### config.mk
export PLATFORM = sky130hd
export DESIGN_NAME = bcd_down_timer
export DESIGN_NICKNAME = d
export VERILOG_FILES = /design/src/rtl/bcd_down_timer.sv
export SDC_FILE = /design/constraint.sdc
export NUM_CORES = 1
export LEC_CHECK = 0
export CAP_MARGIN = 30
export CORE_ASPECT_RATIO = 1.2
export CORE_UTILIZATION = 47
export DETAILED_ROUTE_END_ITERATION = 12
export PLACE_DENSITY = 0.86
export SETUP_SLACK_MARGIN = 0.15
export SKIP_LAST_GASP = 1
export SLEW_MARGIN = 15
export SYNTH_ARGS = -nofsm -noshare
export SYNTH_HDL_FRONTEND = slang
export SYNTH_SLANG_ARGS = --single-unit
### constraint.sdc
create_clock -name clk -period 2.05 [get_ports clk]
set_input_delay 0.5125 -clock clk [delete_from_list [all_inputs] [get_ports clk]]
set_output_delay 0.5125 -clock clk [all_outputs]
set_load 0.02 [all_outputs]
### src/rtl/bcd_down_timer.sv
// BCD mm:ss countdown timer with start/stop/load control, en-pulse prescaler and sticky load error.
// Optional feature: define TIMER_AUTO_RELOAD_EN to reload the preset and keep running at 00:00.
module bcd_down_timer #(
    parameter int unsigned TICK_DIV = 1
) (
    input  logic        clk,
    input  logic        rst,
    input  logic        en,
    input  logic        load,
    input  logic [15:0] load_val,
    input  logic        start,
    input  logic        stop,
    output logic [15:0] count,
    output logic        bo,
    output logic        done,
    output logic        busy,
    output logic        err
);

    typedef enum logic [1:0] {IDLE, RUN, PAUSE, DONE} state_t;

    state_t      state_q;
    logic [15:0] count_q;
    logic [15:0] preset_q;
    logic [7:0]  presc_q;
    logic        bo_q;
    logic        done_q;
    logic        busy_q;
    logic        err_q;

    logic        load_ok;
    logic        tick;
    logic        last;
    logic        secs_zero;
    logic [15:0] dec_d;

    always_comb begin
        load_ok   = (load_val[3:0] <= 4'd9) && (load_val[7:4] <= 4'd5) &&
                    (load_val[11:8] <= 4'd9) && (load_val[15:12] <= 4'd5);
        tick      = (state_q == RUN) && en && (presc_q == 8'(TICK_DIV - 1));
        last      = (count_q == 16'h0001);
        secs_zero = (count_q[7:0] == 8'h00);
    end

    // Ripple borrow from seconds-ones up through minutes-tens.
    always_comb begin
        dec_d = count_q;
        if (count_q[3:0] != 4'd0) begin
            dec_d[3:0] = count_q[3:0] - 4'd1;
        end else begin
            dec_d[3:0] = 4'd9;
            if (count_q[7:4] != 4'd0) begin
                dec_d[7:4] = count_q[7:4] - 4'd1;
            end else begin
                dec_d[7:4] = 4'd5;
                if (count_q[11:8] != 4'd0) begin
                    dec_d[11:8] = count_q[11:8] - 4'd1;
                end else begin
                    dec_d[11:8]  = 4'd9;
                    dec_d[15:12] = count_q[15:12] - 4'd1;
                end
            end
        end
    end

    always_ff @(posedge clk or negedge rst) begin
        if (!rst) begin
            state_q  <= IDLE;
            count_q  <= '0;
            preset_q <= '0;
            presc_q  <= '0;
            bo_q     <= 1'b0;
            done_q   <= 1'b0;
            busy_q   <= 1'b0;
            err_q    <= 1'b0;
        end else begin
            bo_q   <= 1'b0;
            done_q <= 1'b0;
            // A load of any kind consumes the cycle, so no tick or other command can slip in.
            if (load) begin
                if (load_ok) begin
                    count_q  <= load_val;
                    preset_q <= load_val;
                    presc_q  <= '0;
                    err_q    <= 1'b0;
                    state_q  <= IDLE;
                    busy_q   <= 1'b0;
                end else begin
                    err_q <= 1'b1;
                end
            end else if (stop && (state_q == RUN || state_q == PAUSE)) begin
                state_q <= PAUSE;
                busy_q  <= 1'b0;
            end else if (start && state_q == IDLE && count_q != '0) begin
                state_q <= RUN;
                busy_q  <= 1'b1;
                presc_q <= '0;
            end else if (start && state_q == PAUSE) begin
                state_q <= RUN;
                busy_q  <= 1'b1;
            end else if (state_q == RUN && en) begin
                if (!tick) begin
                    presc_q <= presc_q + 8'd1;
                end else begin
                    presc_q <= '0;
                    if (last) begin
                        done_q <= 1'b1;
`ifdef TIMER_AUTO_RELOAD_EN
                        count_q <= preset_q;
`else
                        count_q <= '0;
                        state_q <= DONE;
                        busy_q  <= 1'b0;
`endif
                    end else begin
                        count_q <= dec_d;
                        bo_q    <= secs_zero;
                    end
                end
            end
        end
    end

    assign count = count_q;
    assign bo    = bo_q;
    assign done  = done_q;
    assign busy  = busy_q;
    assign err   = err_q;

endmodule

== Word level (Yosys, flattened, before mapping) ==
Index checks and enable logic that the tools add are counted.
Storage, ports and cells
  register bits after elaboration: 30
  bits of input ports: 22
  output and inout bits: 20
  logic and storage cells: 111
Operators by class
  reduce and logical (&&, ||, !) cells: 29
  equal/unequal tests: 11
  order comparisons: 4
  multiplexer cells: 52
  add/sub/neg operators: 5
Operator list (number)
  2-to-1 mux 16 bit: 8
  2-to-1 mux 8 bit: 8
  2-to-1 mux 1 bit: 23
  equality test 16 x 1 -> 1 bit (second input constant): 1
  zero test 8 bit: 2
  2-to-1 mux 2 bit: 8
  2-to-1 mux 4 bit: 4
  nonzero test 16 bit: 1
  subtractor 4 x 1 -> 4 bit (second input constant): 4
  nonzero test 5 bit: 3
  2-to-1 mux 12 bit: 1
  inequality test 3 bit (second input constant): 4
  nonzero test 4 bit: 3
  logical AND 1 bit: 9
  AND reduction 9 bit: 1
  adder 8 x 1 -> 8 bit (second input constant): 1
  less-or-equal comparator 4 x 3 -> 1 bit (second input constant): 2
  less-or-equal comparator 4 bit (second input constant): 2
  AND reduction 4 bit: 2
  AND reduction 8 bit: 1
  AND reduction 7 bit: 1
  inequality test 2 bit (second input constant): 3
  AND reduction 6 bit: 1
  nonzero test 2 bit: 2
  other kinds (6): 6

== Longest topological paths before layout ==
  word-level depth: 11
  mapped depth: 8
  mapped depth without buffers: 7

== Worst setup path after synthesis ==
No wires, ideal clock.
  kind: register -> register
  start point: reg count_q[4] (netlist: count[4])
  end point: reg count_q[11] (netlist: count[11])
  data arrival time: 2258 ps
  setup time: 128 ps
  clock period less this slack: 2386 ps
  setup slack: -336 ps
  stages on the path, launching flop included: 8
  path buffers: 0
  data required time: 1922 ps
  cells stage by stage: dfrtp_1 > inv_1 > ha_1 > nor3b_4 > a41oi_2 > a2111oi_4 > nor2_2 > mux2_1
Between the ends
  longest elaborated chain between the ends: 8
  elaborated cells on any way between the ends: 15
  classes of those cells: eq/ne: 4; mux: 7; reduce/logical: 4
Ends and longest elaborated chain
  start, declared: line 23  | logic [15:0] count_q;
  start signal, assigned: line 82  | count_q <= load_val;
  equality test 16 x 1 -> 1 bit: line 41  | last = (count_q == 16'h0001);
  2-to-1 mux 16 bit: line 106  | if (last) begin
  2-to-1 mux 16 bit: line 102  | if (!tick) begin
  2-to-1 mux 16 bit: line 101  | end else if (state_q == RUN && en) begin
  2-to-1 mux 16 bit: line 98  | end else if (start && state_q == PAUSE) begin
  2-to-1 mux 16 bit: line 94  | end else if (start && state_q == IDLE && count_q != '0) begin
  2-to-1 mux 16 bit: line 91  | end else if (stop && (state_q == RUN || state_q == PAUSE)) begin
  2-to-1 mux 16 bit: line 80  | if (load) begin
Several ways; a longest one is shown, not always the timed one. The select of a mux whose other input is x is not followed.
A chain may end at the register's enable or synchronous reset.

== Worst setup path after layout ==
  start point: reg count_q[12] (netlist: count[12])
  end point: reg count_q[13] (netlist: count[13])
Between the ends
  longest elaborated chain between the ends: 11
  elaborated cells on any way between the ends: 19
  classes of those cells: add/sub: 1; eq/ne: 5; mux: 10; reduce/logical: 3
Ends and longest elaborated chain
  subtractor 4 x 1 -> 4 bit: line 60  | dec_d[15:12] = count_q[15:12] - 4'd1;
  2-to-1 mux 4 bit: line 56  | if (count_q[11:8] != 4'd0) begin
  2-to-1 mux 8 bit: line 52  | if (count_q[7:4] != 4'd0) begin
  2-to-1 mux 12 bit: line 48  | if (count_q[3:0] != 4'd0) begin
  2-to-1 mux 16 bit: line 106
  2-to-1 mux 16 bit: line 102
  2-to-1 mux 16 bit: line 101
  2-to-1 mux 16 bit: line 98
  2-to-1 mux 16 bit: line 94
  2-to-1 mux 16 bit: line 91
  2-to-1 mux 16 bit: line 80
Several ways; a longest one is shown, not always the timed one. The select of a mux whose other input is x is not followed.

==> impl_results.html <==
<table>
<tr><th>Metric</th><th>Value</th></tr>
<tr><th colspan="2">Drt</th></tr>
<tr><td>DRC marker count from the first detailed-route iteration</td><td>458</td></tr>
<tr><td>Wire per inst</td><td>28.36 µm</td></tr>
<tr><td>Count of TritonRoute iterations in the first routing pass</td><td>5</td></tr>
<tr><td>Remaining antenna violation count</td><td>0</td></tr>
<tr><td>DRC viols</td><td>0</td></tr>
<tr><td>WL final</td><td>12590 µm</td></tr>
<tr><td>Average via count per standard cell</td><td>7.245</td></tr>
<tr><td>Via count of the routed design</td><td>3217</td></tr>
<tr><th colspan="2">Logic synthesis</th></tr>
<tr><td>Post-synth top area share</td><td>35.52%</td></tr>
<tr><td>Post-synthesis instance total</td><td>236</td></tr>
<tr><td>Number of warnings reported in the yosys synthesis log</td><td>0</td></tr>
<tr><td>Leading cell type by number of instances after synthesis</td><td>sky130_fd_sc_hd__dfrtp_1</td></tr>
<tr><td>Mapped Nets</td><td>270</td></tr>
<tr><td>Portion of the post-synthesis area used by sequential elements</td><td>35.52%</td></tr>
<tr><td>Distinct cells, synth</td><td>55</td></tr>
<tr><td>Synth Cell Area</td><td>2113 µm²</td></tr>
<tr><td>Synth area leaders</td><td>sky130_fd_sc_hd__dfrtp_1, sky130_fd_sc_hd__ha_1, sky130_fd_sc_hd__inv_1, sky130_fd_sc_hd__nand2_1, sky130_fd_sc_hd__a21oi_1</td></tr>
<tr><td>Avg Synthesized Cell Area</td><td>8.955 µm²</td></tr>
<tr><td>Top flip-flop cell by instance count after synthesis</td><td>sky130_fd_sc_hd__dfrtp_1</td></tr>
<tr><td>Post-synth EDFFs</td><td>0</td></tr>
<tr><td>Area leader, netlist</td><td>sky130_fd_sc_hd__dfrtp_1</td></tr>
<tr><td>Register bit count reported by yosys</td><td>30</td></tr>
<tr><td>Post-synthesis async set-or-reset flop share</td><td>100.0%</td></tr>
<tr><td>Most numerous cell types in the synthesized netlist</td><td>sky130_fd_sc_hd__dfrtp_1, sky130_fd_sc_hd__inv_1, sky130_fd_sc_hd__nand2_1</td></tr>
<tr><th colspan="2">Critical path</th></tr>
<tr><td>CP Data Required Time</td><td>2.30 ns</td></tr>
<tr><td>Most common cell on crit path</td><td>sky130_fd_sc_hd__buf_6</td></tr>
<tr><td>Arrival time reported for the critical path endpoint</td><td>2.76 ns</td></tr>
<tr><td>Critical path's top delay family</td><td>buffers and inverters</td></tr>
<tr><td>Kind of end point of the critical path</td><td>flop</td></tr>
<tr><td>Critical Path, Cell by Cell</td><td>inv_2, ha_4, nor3b_4, buf_6, a41oi_4, buf_6, a2111oi_4, buf_4, buf_6, or3_1, and3_1</td></tr>
<tr><td>Type of origin of the critical path</td><td>flop</td></tr>
<tr><td>Number of buffers and inverters on the critical path</td><td>5</td></tr>
<tr><td>Slowest-stage cell, CP</td><td>sky130_fd_sc_hd__dfrtp_2</td></tr>
<tr><td>Crit Path Category</td><td>flop to flop</td></tr>
<tr><td>Critical-path maximum fanout</td><td>6</td></tr>
<tr><td>Max stage delay on crit path</td><td>0.44 ns</td></tr>
<tr><th colspan="2">Pwr</th></tr>
<tr><td>Total power per unit cell area</td><td>1184 nW/µm²</td></tr>
<tr><td>Switching portion of total power</td><td>46.56%</td></tr>
<tr><td>Static Leak</td><td>0.001836 µW</td></tr>
<tr><td>Peak VDD IR</td><td>1.002 mV</td></tr>
<tr><td>Internal power</td><td>2493 µW</td></tr>
<tr><td>Combinational cell fraction of total power</td><td>67.3%</td></tr>
<tr><td>Relative contribution of the clock network to total power</td><td>11.7%</td></tr>
<tr><td>Switching component of the power</td><td>2172 µW</td></tr>
<tr><td>Part of the power in registers</td><td>21.1%</td></tr>
<tr><th colspan="2">GRT</th></tr>
<tr><td>Largest net degree at the start of global routing</td><td>31</td></tr>
<tr><td>Number of global-route vias before repair</td><td>3073</td></tr>
<tr><td>Gr usage total</td><td>49.53%</td></tr>
<tr><td>Initial antenna violation count</td><td>1</td></tr>
<tr><td>Final global-route overflow total</td><td>0</td></tr>
<tr><td>First-pass GRT wire length</td><td>16880 µm</td></tr>
<tr><th colspan="2">Floorplan</th></tr>
<tr><td>Vertical die dimension</td><td>75.46 µm</td></tr>
<tr><td>Die width</td><td>63.21 µm</td></tr>
<tr><td>Die outline area</td><td>4770 µm²</td></tr>
<tr><td>Starting Density</td><td>49.21%</td></tr>
<tr><td>Core region area</td><td>4294 µm²</td></tr>
<tr><td>Rows</td><td>26</td></tr>
<tr><td>I/O pin count</td><td>42</td></tr>
<tr><th colspan="2">Timing</th></tr>
<tr><td>Minimum clock period</td><td>2.508 ns</td></tr>
<tr><td>Highest clock rate</td><td>398.7 MHz</td></tr>
<tr><td>Min Hold Slack</td><td>0.5154 ns</td></tr>
<tr><td>Setup slack after layout</td><td>-0.4583 ns</td></tr>
<tr><td>Worst setup skew after layout</td><td>0.01810 ns</td></tr>
<tr><td>Max Transition Viols Final</td><td>0</td></tr>
<tr><td>Post-route fraction of the period consumed by the critical path</td><td>122.4%</td></tr>
<tr><td>Number of failing setup endpoints in the final timing report</td><td>29</td></tr>
<tr><td>Transition time at the pin with the least slew margin</td><td>0.4913 ns</td></tr>
<tr><td>Slew Limit Headroom</td><td>67.00%</td></tr>
<tr><td>Fin. Hold Viols</td><td>0</td></tr>
<tr><td>Unrepaired setup endpoints after global routing</td><td>true</td></tr>
<tr><th colspan="2">Run status</th></tr>
<tr><td>Run status</td><td>finished with violations</td></tr>
<tr><td>Violations in the final reports</td><td>setup timing</td></tr>
<tr><th colspan="2">Clock tree</th></tr>
<tr><td>Number of H-tree levels</td><td>2</td></tr>
<tr><td>CTS Root Cell</td><td>sky130_fd_sc_hd__clkbuf_8</td></tr>
<tr><td>Post-CTS Hold Buffers</td><td>0</td></tr>
<tr><td>Clock-pin slew of the registers on the worst-case setup and hold paths</td><td>0.08 ns</td></tr>
<tr><td>Number of buffers added by the clock tree synthesis step</td><td>5</td></tr>
<tr><td>Longest Clk Path Bufs</td><td>2</td></tr>
<tr><td>Insertion delay of the later-clocked pin in the worst-skew pair</td><td>0.32 ns</td></tr>
<tr><td>Number of sinks handled by clock tree synthesis</td><td>30</td></tr>
<tr><td>Clock tree from TritonCTS</td><td>done</td></tr>
<tr><th colspan="2">Place</th></tr>
<tr><td>RePlAce Congestion</td><td>0.8796</td></tr>
<tr><td>Dpl hpwl</td><td>5009 µm</td></tr>
<tr><td>Post-detailed-placement cell area</td><td>3216 µm²</td></tr>
<tr><td>Quantity of I/O buffers inserted on ports</td><td>41</td></tr>
<tr><th colspan="2">Min path</th></tr>
<tr><td>Hold crit path type</td><td>flop to flop</td></tr>
<tr><th colspan="2">Layout</th></tr>
<tr><td>Area of all placed cells without fillers</td><td>3939 µm²</td></tr>
<tr><td>Growth of design area from synthesis to finish</td><td>86.38%</td></tr>
<tr><td>Share of cells above drive strength 1</td><td>49.35%</td></tr>
<tr><td>Final core utilization</td><td>91.72%</td></tr>
<tr><td>Nets</td><td>420</td></tr>
<tr><th colspan="2">Flow run</th></tr>
<tr><td># Max-Cap Violations</td><td>0</td></tr>
</table>
-- timing repair --
| item | in CTS | in global routing |
|---|---|---|
| gates cloned | 1 | 1 |
| setup endpoints to repair | 37 | 38 |
| setup buffers | 19 | 14 |
| pin swaps | 26 | 25 |
| gates resized for setup | 74 | 43 |
-- worst paths after layout --
| kind | from | endpoint | slack (ns) | depth (start not counted) |
|---|---|---|---|---|
| worst max-delay path | count[12] | count[13] | -0.46 | 11 |
| worst min-delay path | busy | busy | 0.52 | 1 |
| worst max register to register | count[12] | count[13] | -0.46 | 11 |
| worst min register to register | busy | busy | 0.52 | 1 |
| max in group asynchronous | rst | count[0] | 1.09 | 2 |
| min in group asynchronous | rst | count[12] | 0.62 | 2 |
-- final cells by class --
| cell class | count | area (µm²) |
|---|---|---|
| repair buffers | 150 | 1315 |
| flip-flops and latches | 30 | 762.0 |
| clock buffers | 7 | 86.33 |
| diodes | 1 | 2.502 |
| inverters | 24 | 90.09 |
| well taps | 56 | 70.07 |
| clock inverters | 1 | 5.005 |
| multi-input cells | 175 | 1608 |
| fillers | 142 | 355.3 |
-- layout by cell type, fill, tap and decap left out, drive strengths merged, types with 3 or more instances in the layout --
cell type,instances
a211oi,3
a21oi,16
a22o,4
a32oi,3
a41oi,4
buf,109
clkbuf,7
clkdlybuf4s50,16
dfrtp,30
dlygate4sd2,17
dlymetal6s2s,8
ha,12
inv,24
mux2,3
nand2,22
nand2b,6
nand3,6
nand4,3
nor2,9
nor3,9
nor3b,5
o211ai,5
o21a,3
o21ai,15
o22ai,7
o2bb2ai,4
o31ai,3
or3,3
-- cells by family after synthesis --
kind of cell / after synthesis / share of synthesized area [%]
xor gates and xnor gates: 1 / 0.4145
adders and majority gates: 12 / 7.105
and+or+nand+nor: 73 / 19.72
DFF: 30 / 35.52
muxes: 5 / 2.546
buffers and inverters: 31 / 5.565
AOI/OAI and AO/OA: 84 / 29.13
-- flip-flops by register name (all words and copies together) (netlist names) --
register,count
count,16
presc_q,8
state_q,2
bo,1
busy,1
done,1
err,1
-- through the flow --
step | setup slack [ns] | std cells | TNS, ns | total power [µW]
6_report | -0.4583 | 444 | -7.677 | 4665
5_1_grt | -0.4789 | 444 | -8.575 | 4781
4_1_cts | -0.1110 | 428 | -1.259 | 3950
3_5_place_dp | -0.5040 | 400 | -10.10 | 3100
3_3_place_gp | -0.4313 | 400 | -8.540 | 2989
2_1_floorplan | -0.2226 | 236 | -1.005 | 2027
-- power groups by stage --
stage / sequential [µW] / clock [µW] / combinational, µW
finish: 983 / 544 / 3140
CTS: 938 / 509 / 2500
global placement: 917 / 0 / 2070
detailed placement: 932 / 0 / 2170
floorplan: 1150 / 0 / 880
global route: 988 / 566 / 3230
-- metal layers --
| metal | global-route usage, % | wire (µm) |
|---|---|---|
| met2 | 75.99 | 5320 |
| met3 | 21.86 | 1682 |
| met5 | 0 | 35 |
| met1 | 49.25 | 4059 |
| met4 | 53.03 | 1494 |
Power figures use the tool's default switching activity.
